[config.mk]
export PLATFORM = sky130hd
export DESIGN_NAME = dht11_responder
export DESIGN_NICKNAME = d
export VERILOG_FILES = /design/src/rtl/dht11_pkg.sv /design/src/rtl/dht11_dq_sync.sv /design/src/rtl/dht11_responder.sv
export SDC_FILE = /design/constraint.sdc
export NUM_CORES = 1
export LEC_CHECK = 0
export CORE_AREA = 3 3 99 101
export DETAILED_ROUTE_END_ITERATION = 7
export DIE_AREA = 0 0 102 104
export PLACE_DENSITY_LB_ADDON = 0.08
export SLEW_MARGIN = 20
export SYNTH_ARGS = -nofsm -noshare
export SYNTH_HDL_FRONTEND = slang
export SYNTH_SLANG_ARGS = --single-unit
[constraint.sdc]
create_clock -name sys_clk -period 5.4 [get_ports sys_clk]
set_input_delay 0.54 -clock sys_clk [delete_from_list [all_inputs] [get_ports sys_clk]]
set_output_delay 0.54 -clock sys_clk [all_outputs]
set_load 0.01 [all_outputs]
[src/rtl/dht11_pkg.sv]
`timescale 1ns/1ps
// dht11_pkg: shared definitions for the DHT11 responder.
// FSM state encoding, phase lengths in microseconds, payload byte layout
// and the frame checksum helper.
package dht11_pkg;

    // Responder FSM states
    typedef enum logic [2:0] {
        S_IDLE,
        S_HOST_LOW,
        S_WAIT_REL,
        S_ACK_LOW,
        S_ACK_HIGH,
        S_BIT_LOW,
        S_BIT_HIGH,
        S_END_LOW
    } dht11_state_e;

    // Phase lengths in microseconds
    localparam int unsigned US_ACK       = 80;
    localparam int unsigned US_BIT_LOW   = 50;
    localparam int unsigned US_ZERO_HIGH = 27;
    localparam int unsigned US_ONE_HIGH  = 70;
    localparam int unsigned US_END_LOW   = 50;

    // Frame layout: 32-bit payload followed by an 8-bit checksum
    localparam int FRAME_BITS    = 40;
    localparam int HUM_INT_LSB   = 24;
    localparam int HUM_FRAC_LSB  = 16;
    localparam int TEMP_INT_LSB  = 8;
    localparam int TEMP_FRAC_LSB = 0;

    // Checksum is the 8-bit wrapping sum of the four payload bytes
    function automatic logic [7:0] dht11_checksum(input logic [31:0] payload);
        logic [7:0] sum;
        sum = payload[HUM_INT_LSB +: 8] + payload[HUM_FRAC_LSB +: 8]
            + payload[TEMP_INT_LSB +: 8] + payload[TEMP_FRAC_LSB +: 8];
        return sum;
    endfunction

endpackage

[src/rtl/dht11_dq_sync.sv]
`timescale 1ns/1ps
// dht11_dq_sync: two-flop synchronizer for the asynchronous single-wire
// input, followed by registered one-cycle rise/fall pulses.
// Flops reset to 1 so an idle (pulled-up) line never looks like a fall.
module dht11_dq_sync (
    input  logic i_clk,
    input  logic i_srst,
    input  logic i_dq,
    output logic o_rise,
    output logic o_fall
);

    logic r_meta;
    logic r_sync;
    logic r_sync_d;
    logic r_rise;
    logic r_fall;

    // Synchronize the pad level and register edge pulses from the clean level
    always_ff @(posedge i_clk) begin
        if (i_srst) begin
            r_meta   <= 1'b1;
            r_sync   <= 1'b1;
            r_sync_d <= 1'b1;
            r_rise   <= 1'b0;
            r_fall   <= 1'b0;
        end else begin
            r_meta   <= i_dq;
            r_sync   <= r_meta;
            r_sync_d <= r_sync;
            r_rise   <= r_sync & ~r_sync_d;
            r_fall   <= ~r_sync & r_sync_d;
        end
    end

    assign o_rise = r_rise;
    assign o_fall = r_fall;

endmodule

[src/rtl/dht11_responder.sv]
`timescale 1ns/1ps
// dht11_responder: DHT11 sensor emulator. Waits for a long host low pulse,
// then answers with an 80/80 us acknowledge and a 40-bit frame (payload +
// checksum, MSB first), then a 50 us end-low.
// Optional feature macro: DHT11_RESP_ERR_INJ_EN adds input err_inj, which
// flips checksum bit 0 for the frame latched while it is high.
module dht11_responder
    import dht11_pkg::*;
#(
    parameter int unsigned CLK_FREQ     = 50_000_000,
    parameter int unsigned START_MIN_US = 18000,
    parameter int unsigned RESP_WAIT_US = 30
) (
    input  logic        sys_clk,
    input  logic        sys_rst,
    input  logic        dq_in,
    output logic        dq_oe,
    input  logic [31:0] data_in,
    output logic        busy,
    output logic        frame_done
`ifdef DHT11_RESP_ERR_INJ_EN
    ,
    input  logic        err_inj
`endif
);

    localparam int unsigned CPU       = CLK_FREQ / 1_000_000;
    localparam int unsigned START_CYC = START_MIN_US * CPU;
    localparam int          CNT_W     = $clog2(START_CYC + 1);

    typedef logic [CNT_W-1:0] cnt_t;

    // Terminal counts: a phase of N us ends when the counter reads N*CPU-1
    localparam cnt_t CNT_MAX    = '1;
    localparam cnt_t START_THR  = cnt_t'(START_CYC);
    localparam cnt_t WAIT_LAST  = cnt_t'(RESP_WAIT_US * CPU - 1);
    localparam cnt_t ACK_LAST   = cnt_t'(US_ACK * CPU - 1);
    localparam cnt_t BLOW_LAST  = cnt_t'(US_BIT_LOW * CPU - 1);
    localparam cnt_t ZERO_LAST  = cnt_t'(US_ZERO_HIGH * CPU - 1);
    localparam cnt_t ONE_LAST   = cnt_t'(US_ONE_HIGH * CPU - 1);
    localparam cnt_t END_LAST   = cnt_t'(US_END_LOW * CPU - 1);
    localparam logic [5:0] LAST_BIT = 6'(FRAME_BITS - 1);

    dht11_state_e            r_state;
    dht11_state_e            w_state_next;
    cnt_t                    r_cnt;
    logic [5:0]              r_bit_idx;
    logic [FRAME_BITS-1:0]   r_shift;
    logic                    r_dq_oe;
    logic                    r_busy;
    logic                    w_rise;
    logic                    w_fall;
    logic [7:0]              w_csum;
    cnt_t                    w_high_last;
    logic                    w_state_change;

    dht11_dq_sync u_sync (
        .i_clk  (sys_clk),
        .i_srst (sys_rst),
        .i_dq   (dq_in),
        .o_rise (w_rise),
        .o_fall (w_fall)
    );

`ifdef DHT11_RESP_ERR_INJ_EN
    assign w_csum = dht11_checksum(data_in) ^ {7'd0, err_inj};
`else
    assign w_csum = dht11_checksum(data_in);
`endif

    // High time of the current data bit depends on the bit being sent
    assign w_high_last    = r_shift[FRAME_BITS-1] ? ONE_LAST : ZERO_LAST;
    assign w_state_change = (w_state_next != r_state);

    // Next-state logic; host edges only matter in IDLE and HOST_LOW
    always_comb begin
        w_state_next = r_state;
        case (r_state)
            S_IDLE: begin
                if (w_fall) w_state_next = S_HOST_LOW;
            end
            S_HOST_LOW: begin
                if (w_rise) w_state_next = (r_cnt >= START_THR) ? S_WAIT_REL : S_IDLE;
            end
            S_WAIT_REL: begin
                if (r_cnt == WAIT_LAST) w_state_next = S_ACK_LOW;
            end
            S_ACK_LOW: begin
                if (r_cnt == ACK_LAST) w_state_next = S_ACK_HIGH;
            end
            S_ACK_HIGH: begin
                if (r_cnt == ACK_LAST) w_state_next = S_BIT_LOW;
            end
            S_BIT_LOW: begin
                if (r_cnt == BLOW_LAST) w_state_next = S_BIT_HIGH;
            end
            S_BIT_HIGH: begin
                if (r_cnt == w_high_last)
                    w_state_next = (r_bit_idx == LAST_BIT) ? S_END_LOW : S_BIT_LOW;
            end
            S_END_LOW: begin
                if (r_cnt == END_LAST) w_state_next = S_IDLE;
            end
            default: w_state_next = S_IDLE;
        endcase
    end

    // State register plus outputs registered from the next state so they
    // line up exactly with the phase the state register holds
    always_ff @(posedge sys_clk) begin
        if (sys_rst) begin
            r_state <= S_IDLE;
            r_dq_oe <= 1'b0;
            r_busy  <= 1'b0;
        end else begin
            r_state <= w_state_next;
            r_dq_oe <= (w_state_next == S_ACK_LOW) || (w_state_next == S_BIT_LOW)
                    || (w_state_next == S_END_LOW);
            r_busy  <= (w_state_next != S_IDLE) && (w_state_next != S_HOST_LOW);
        end
    end

    // Phase counter (cleared on state entry, saturating) and frame shifter
    always_ff @(posedge sys_clk) begin
        if (sys_rst) begin
            r_cnt     <= '0;
            r_bit_idx <= '0;
            r_shift   <= '0;
        end else begin
            if (w_state_change) begin
                r_cnt <= '0;
            end else if (r_cnt != CNT_MAX) begin
                r_cnt <= r_cnt + cnt_t'(1);
            end

            if (r_state == S_HOST_LOW && w_state_next == S_WAIT_REL) begin
                r_shift   <= {data_in, w_csum};
                r_bit_idx <= '0;
            end else if (r_state == S_BIT_HIGH && w_state_change) begin
                r_shift   <= {r_shift[FRAME_BITS-2:0], 1'b0};
                r_bit_idx <= r_bit_idx + 6'd1;
            end
        end
    end

    assign dq_oe      = r_dq_oe;
    assign busy       = r_busy;
    assign frame_done = (r_state == S_END_LOW) && (r_cnt == END_LAST);

endmodule

# After elaboration in Yosys (flattened, before gate mapping)
# Index checks and enable logic that the tools add are counted.
# classes
n_addsub	5
n_lt_le_gt_ge	1
n_eq_ne	19
n_mux	14
n_bitwise	4
reduce_logical	11
# op_table
operator	count
40-bit 2-to-1 mux	2
20-bit by 12-bit equality test with 1-bit output (second input constant)	2
8-bit adder	3
3-bit 2-to-1 mux	8
3-bit one-hot mux with 8 select lines	1
20-bit by 1-bit adder with 20-bit output (second input constant)	1
20-bit by 11-bit equality test with 1-bit output (second input constant)	1
20-bit by 12-bit equality test with 1-bit output	1
20-bit >= comparator (second input constant)	1
20-bit != test (second input constant)	1
3-bit equality test (second input constant)	6
3-bit by 2-bit equality test with 1-bit output (second input constant)	4
12-bit 2-to-1 mux	1
6-bit by 1-bit adder with 6-bit output (second input constant)	1
6-bit equality test (second input constant)	1
1-bit logical AND	4
2-bit 2-to-1 mux	2
2-bit OR reduction	2
3-bit by 1-bit equality test with 1-bit output (second input constant)	1
3-bit logical NOT	1
3-bit by 1-bit != test with 1-bit output (second input constant)	1
3-bit != test	1
3-bit nonzero test	1
1-bit AND	2
other kinds (3)	5
# word_totals
reg_bits	76
inputBits	35
out_inout_bits	3
wordCells	65

# Longest topological paths before layout
# depth
word_depth	8
ltp_mapped	11
ltp_nobuf	11

# Hierarchy
# From an unflattened synthesis, not the netlist that was laid out.
# hier_totals
hier_cells	502
hier_area_um2	4324.1
# modules_own_cells
mod	instances	cells_per_inst	area_per_inst_um2	seq_area_each_um2
dht11_responder	1	492	4190.3	1421.4
dht11_dq_sync	1	10	133.9	100.1

# Least setup slack after synthesis
# OpenSTA, ideal clock, no wires.
# synth_path
path_type	input-to-reg
start	input data_in[1]
end	register r_shift[7]
setup_ps	86
arrival_ps	2856
required_time_ps	5314
path_slack_ps	2458
path_stages	11
path_buffers	0
cell_sequence	fa_1 -> fa_1 -> ha_1 -> inv_1 -> fa_1 -> inv_1 -> a21oi_1 -> o21bai_1 -> a31oi_1 -> xnor2_1 -> a211oi_1
# synth_between
elab_chain_len	2
# synth_lines
item	line	rtl
from (decl)	dht11_responder.sv:18	input logic [31:0] data_in,
8-bit adder	dht11_pkg.sv:37	+ payload[TEMP_INT_LSB +: 8] + payload[TEMP_FRAC_LSB +: 8];
40-bit 2-to-1 mux	dht11_responder.sv:136	if (r_state == S_HOST_LOW && w_state_next == S_WAIT_REL) begin
to (signal assigned)	dht11_responder.sv:137	r_shift <= {data_in, w_csum};
to (signal assigned)	dht11_responder.sv:140	r_shift <= {r_shift[FRAME_BITS-2:0], 1'b0};
to (decl)	dht11_responder.sv:48	logic [FRAME_BITS-1:0] r_shift;
# No other way between the ends.
# A chain may end at the register's enable or synchronous reset.

# Final worst setup path
# layout_path
start	input data_in[17]
end	register r_shift[7]
# layout_between
elab_chain_len	4
# layout_lines
item	line	rtl
8-bit adder	dht11_pkg.sv:36	sum = payload[HUM_INT_LSB +: 8] + payload[HUM_FRAC_LSB +: 8]
8-bit adder (2 in series)	dht11_pkg.sv:37	
40-bit 2-to-1 mux	dht11_responder.sv:136	
# No other way between the ends.

==> impl_metrics.toml <==
[sta]
max_slew_margin_pct = 36.3
maxSlewViolCount = 0
skew_ps = 10.5
fmax_mhz = 316
rsz0062_at_grt = "false"
setup_violations = 0
hold_viol_final = 0
period_needed_ps = 3160
timing.final.crit_share_pct = 58.6
tightest_slew_ps = 955
tns_ps = 0

[power_and_ir_drop]
power_switching_mw = 0.345
leakagePower_nw = 1.62
peakVddDrop_mv = 0.126
p_seq_share_pct = 48.3
power_density_nw_per_um2 = 245
pwr-share-comb_pct = 15.6
p_int_mw = 0.833
swShare_pct = 29.3
p_clk_share_pct = 36.0

[floorplan]
die_h_um = 104
die_area_sq_um = 10600
fp.dieW_um = 102
io-pin-count = 38
core_sq_um = 9110
start_util_pct = 46.6
num_rows = 35

[clocking]
insertion_delay_ps = 360
h-tree-depth = 3
hold_buffers = 0
root_buffer = "clkbuf_8"
cts_tree = "yes"
post_cts_buffers = 0
clkSlewWorstSetupHoldPaths_ps = 90
clockBufferDepth = 2
cts_inserted_buffers = 9
numClockSinks = 76
cts_resized = 0

[logic_synthesis]
synth_compound_area_share_pct = 14.4
ys_ff_latch = 76
synth_top_family_by_area = "simple AND/OR/NAND/NOR gates"
syn_nets = 519
yosys_most_used_dff = "dfxtp_1"
syn-instance-count = 460
muxShareOfSynthArea_pct = 9.68
synth_area_per_cell_sq_um = 9.22
synthXorXnorAreaFrac_pct = 5.58
synthAdderAreaFrac_pct = 9.56
ys_types = 51
ys_warn_count = 0
async_flop_share_pct = 0
synth_edf_count = 0
syn_area_sq_um = 4240
ys_seq_area_share_pct = 35.9
yosys.area_share.simple_pct = 19.7

[hold_path]
min_to = "u_sync.r_sync"
hold_path_class = "reg2reg"
hold_path_startpoint = "u_sync.r_meta"
whs_path_depth = 1

[worst_setup_path]
worstReg2RegEnd = "r_cnt[1]"
worstPathRequired_ps = 5670
worstRegToRegCells = 6
reg2reg_slack_ps = 2320
end_kind = "register"
r2r_start = "r_cnt[5]"
cp_max_fo = 2
path_class = "in2reg"
setup.worst_path.start_class = "input port"
critPathArrivalTime_ps = 3430

[placed_design]
detailed_place_hpwl_mm = 6.82
place_congestion = 0.821
place_inst = 576
io_buffer_count = 37
place_area_sq_um = 4630

[routing]
top_layer = "met4"
wire_per_inst_um = 15.9
wl_met3_um = 393
routedLengthMet1_mm = 4.19
dr.pass1.iters = 4
postRouteAntennaNets = 0
dr_total_vias = 3302
wl_mm = 9.39
routed_via_density = 5.58
route.detailed.drc = 0
drt-initial-drc-count = 118
met2_length_mm = 4.70

[outcome]
status = "finished, final reports clean"

[finish]
nets = 535
n_antenna_cell = 0
area_growth_pct = 13.6
drive_above_1_share_pct = 6.65
final_area_sq_um = 4820
layout.cells.non_filler = 592

[global_routing]
antenna_found_initial = 0
grt.total_usage_pct = 18.6
grt_max_degree = 50
grt_pass1_vias = 3211
gr-total-overflow = 0
grt_pass1_wl_mm = 15.8

[flow_run]
drv_cap = 0
worst max-delay path: stages:
cell and delay, ps:
clkdlybuf4s50_1 510, fa_1 440, fa_1 530, ha_1 160, inv_1 50, fa_1 390
inv_1 70, a21oi_1 60, o21bai_1 190, a31oi_1 130, xnor2_1 130, a211oi_1 230
layout by cell type, fill, tap and decap left out, drive strengths merged, types with 2 or more instances in the layout:
cell / Yosys / final
a211oi: 10 / 10
a21o: 2 / 2
a21oi: 41 / 41
and3: 8 / 8
and4: 3 / 3
buf: 16 / 3
clkbuf: 19 / 9
clkdlybuf4s50: 0 / 37
dfxtp: 76 / 76
fa: 14 / 14
ha: 10 / 10
inv: 14 / 19
mux2i: 41 / 41
nand2: 17 / 17
nand2b: 2 / 2
nand3: 13 / 13
nand4: 12 / 12
nor2: 28 / 28
nor2b: 3 / 3
nor3: 23 / 23
nor3b: 2 / 2
nor4: 14 / 14
nor4b: 3 / 3
o21ai: 33 / 33
o21bai: 2 / 2
o31a: 2 / 2
o31ai: 2 / 2
or2: 3 / 3
or4: 3 / 3
xnor2: 14 / 14
xor2: 13 / 13
metrics by stage:
step           hold slack [ps]  power, mW  utilization (%)  setup WS, ps
2_1_floorplan              389      0.703                -          2460
3_3_place_gp               395      0.765             50.8          1910
3_5_place_dp               406      0.768             50.8          1870
4_1_cts                    427       1.20             52.9          2250
5_1_grt                    441       1.24             52.9          2050
6_report                   425       1.18             52.9          2240
kinds of logic (layout without fill, tap and decap cells):
family,after synthesis,after routing
simple gates,139,139
compound gates,104,104
flops,76,76
buf+inv,49,70
mux,41,41
xor+xnor,27,27
fa+ha+maj,24,24
synth_stat cells, types with 5 or more instances:
library cell | instances | area share (%)
a211oi_1 | 10 | 1.8
a21oi_1 | 41 | 4.8
nand2_1 | 17 | 1.5
inv_1 | 14 | 1.2
nand4_1 | 12 | 1.8
xnor2_1 | 14 | 2.9
and3_1 | 7 | 1.0
nand3_1 | 13 | 1.5
ha_1 | 10 | 3.0
nor4_1 | 9 | 1.3
clkbuf_1 | 18 | 1.6
nor3_1 | 23 | 2.7
fa_1 | 14 | 6.6
nor2_1 | 28 | 2.5
xor2_1 | 13 | 2.7
dfxtp_1 | 76 | 36
buf_2 | 14 | 1.7
mux2i_1 | 41 | 9.7
o21ai_0 | 33 | 3.9
nor4_4 | 5 | 2.5
registers in the layout (all words and copies together), names as in the netlist, 3 cells and up:
signal	count
r_state	3
r_shift	40
r_cnt	20
r_bit_idx	6
cell type report:
cell class	instances	area (sq um)
Inverter	14	52.6
Multi-Input combinational cell	335	2520
Fill cell	882	4290
Timing Repair Buffer	40	393
Clock inverter	7	65.1
Sequential cell	76	1520
Tap cell	111	139
Clock buffer	9	124
worst max path at each step:
| stage | start | endpoint | slack (ps) | cells past startpoint |
|---|---|---|---|---|
| 2_1_floorplan | data_in[1] | r_shift[7] | 2460 | 11 |
| 3_3_place_gp | data_in[1] | r_shift[7] | 1910 | 12 |
| 3_5_place_dp | data_in[1] | r_shift[7] | 1870 | 12 |
| 4_1_cts | data_in[1] | r_shift[7] | 2250 | 12 |
| 5_1_grt | r_cnt[5] | r_cnt[17] | 2050 | 6 |
| 6_report | data_in[17] | r_shift[7] | 2240 | 12 |
per-layer routing:
layer	GRT usage, %	vias to the layer above
li1	-	1705
met1	23.1	1542
met2	31.6	46
met3	4.69	9
met4	5.34	0
met5	0	-
power by group through the flow:
stage               clock [mW]  sequential (mW)  combinational [mW]
floorplan                    0            0.579               0.124
finish                   0.424            0.569               0.184
global placement             0            0.582               0.182
CTS                      0.441            0.569               0.187
global route             0.463            0.570               0.206
detailed placement           0            0.582               0.186
Power figures use the tool's default switching activity.
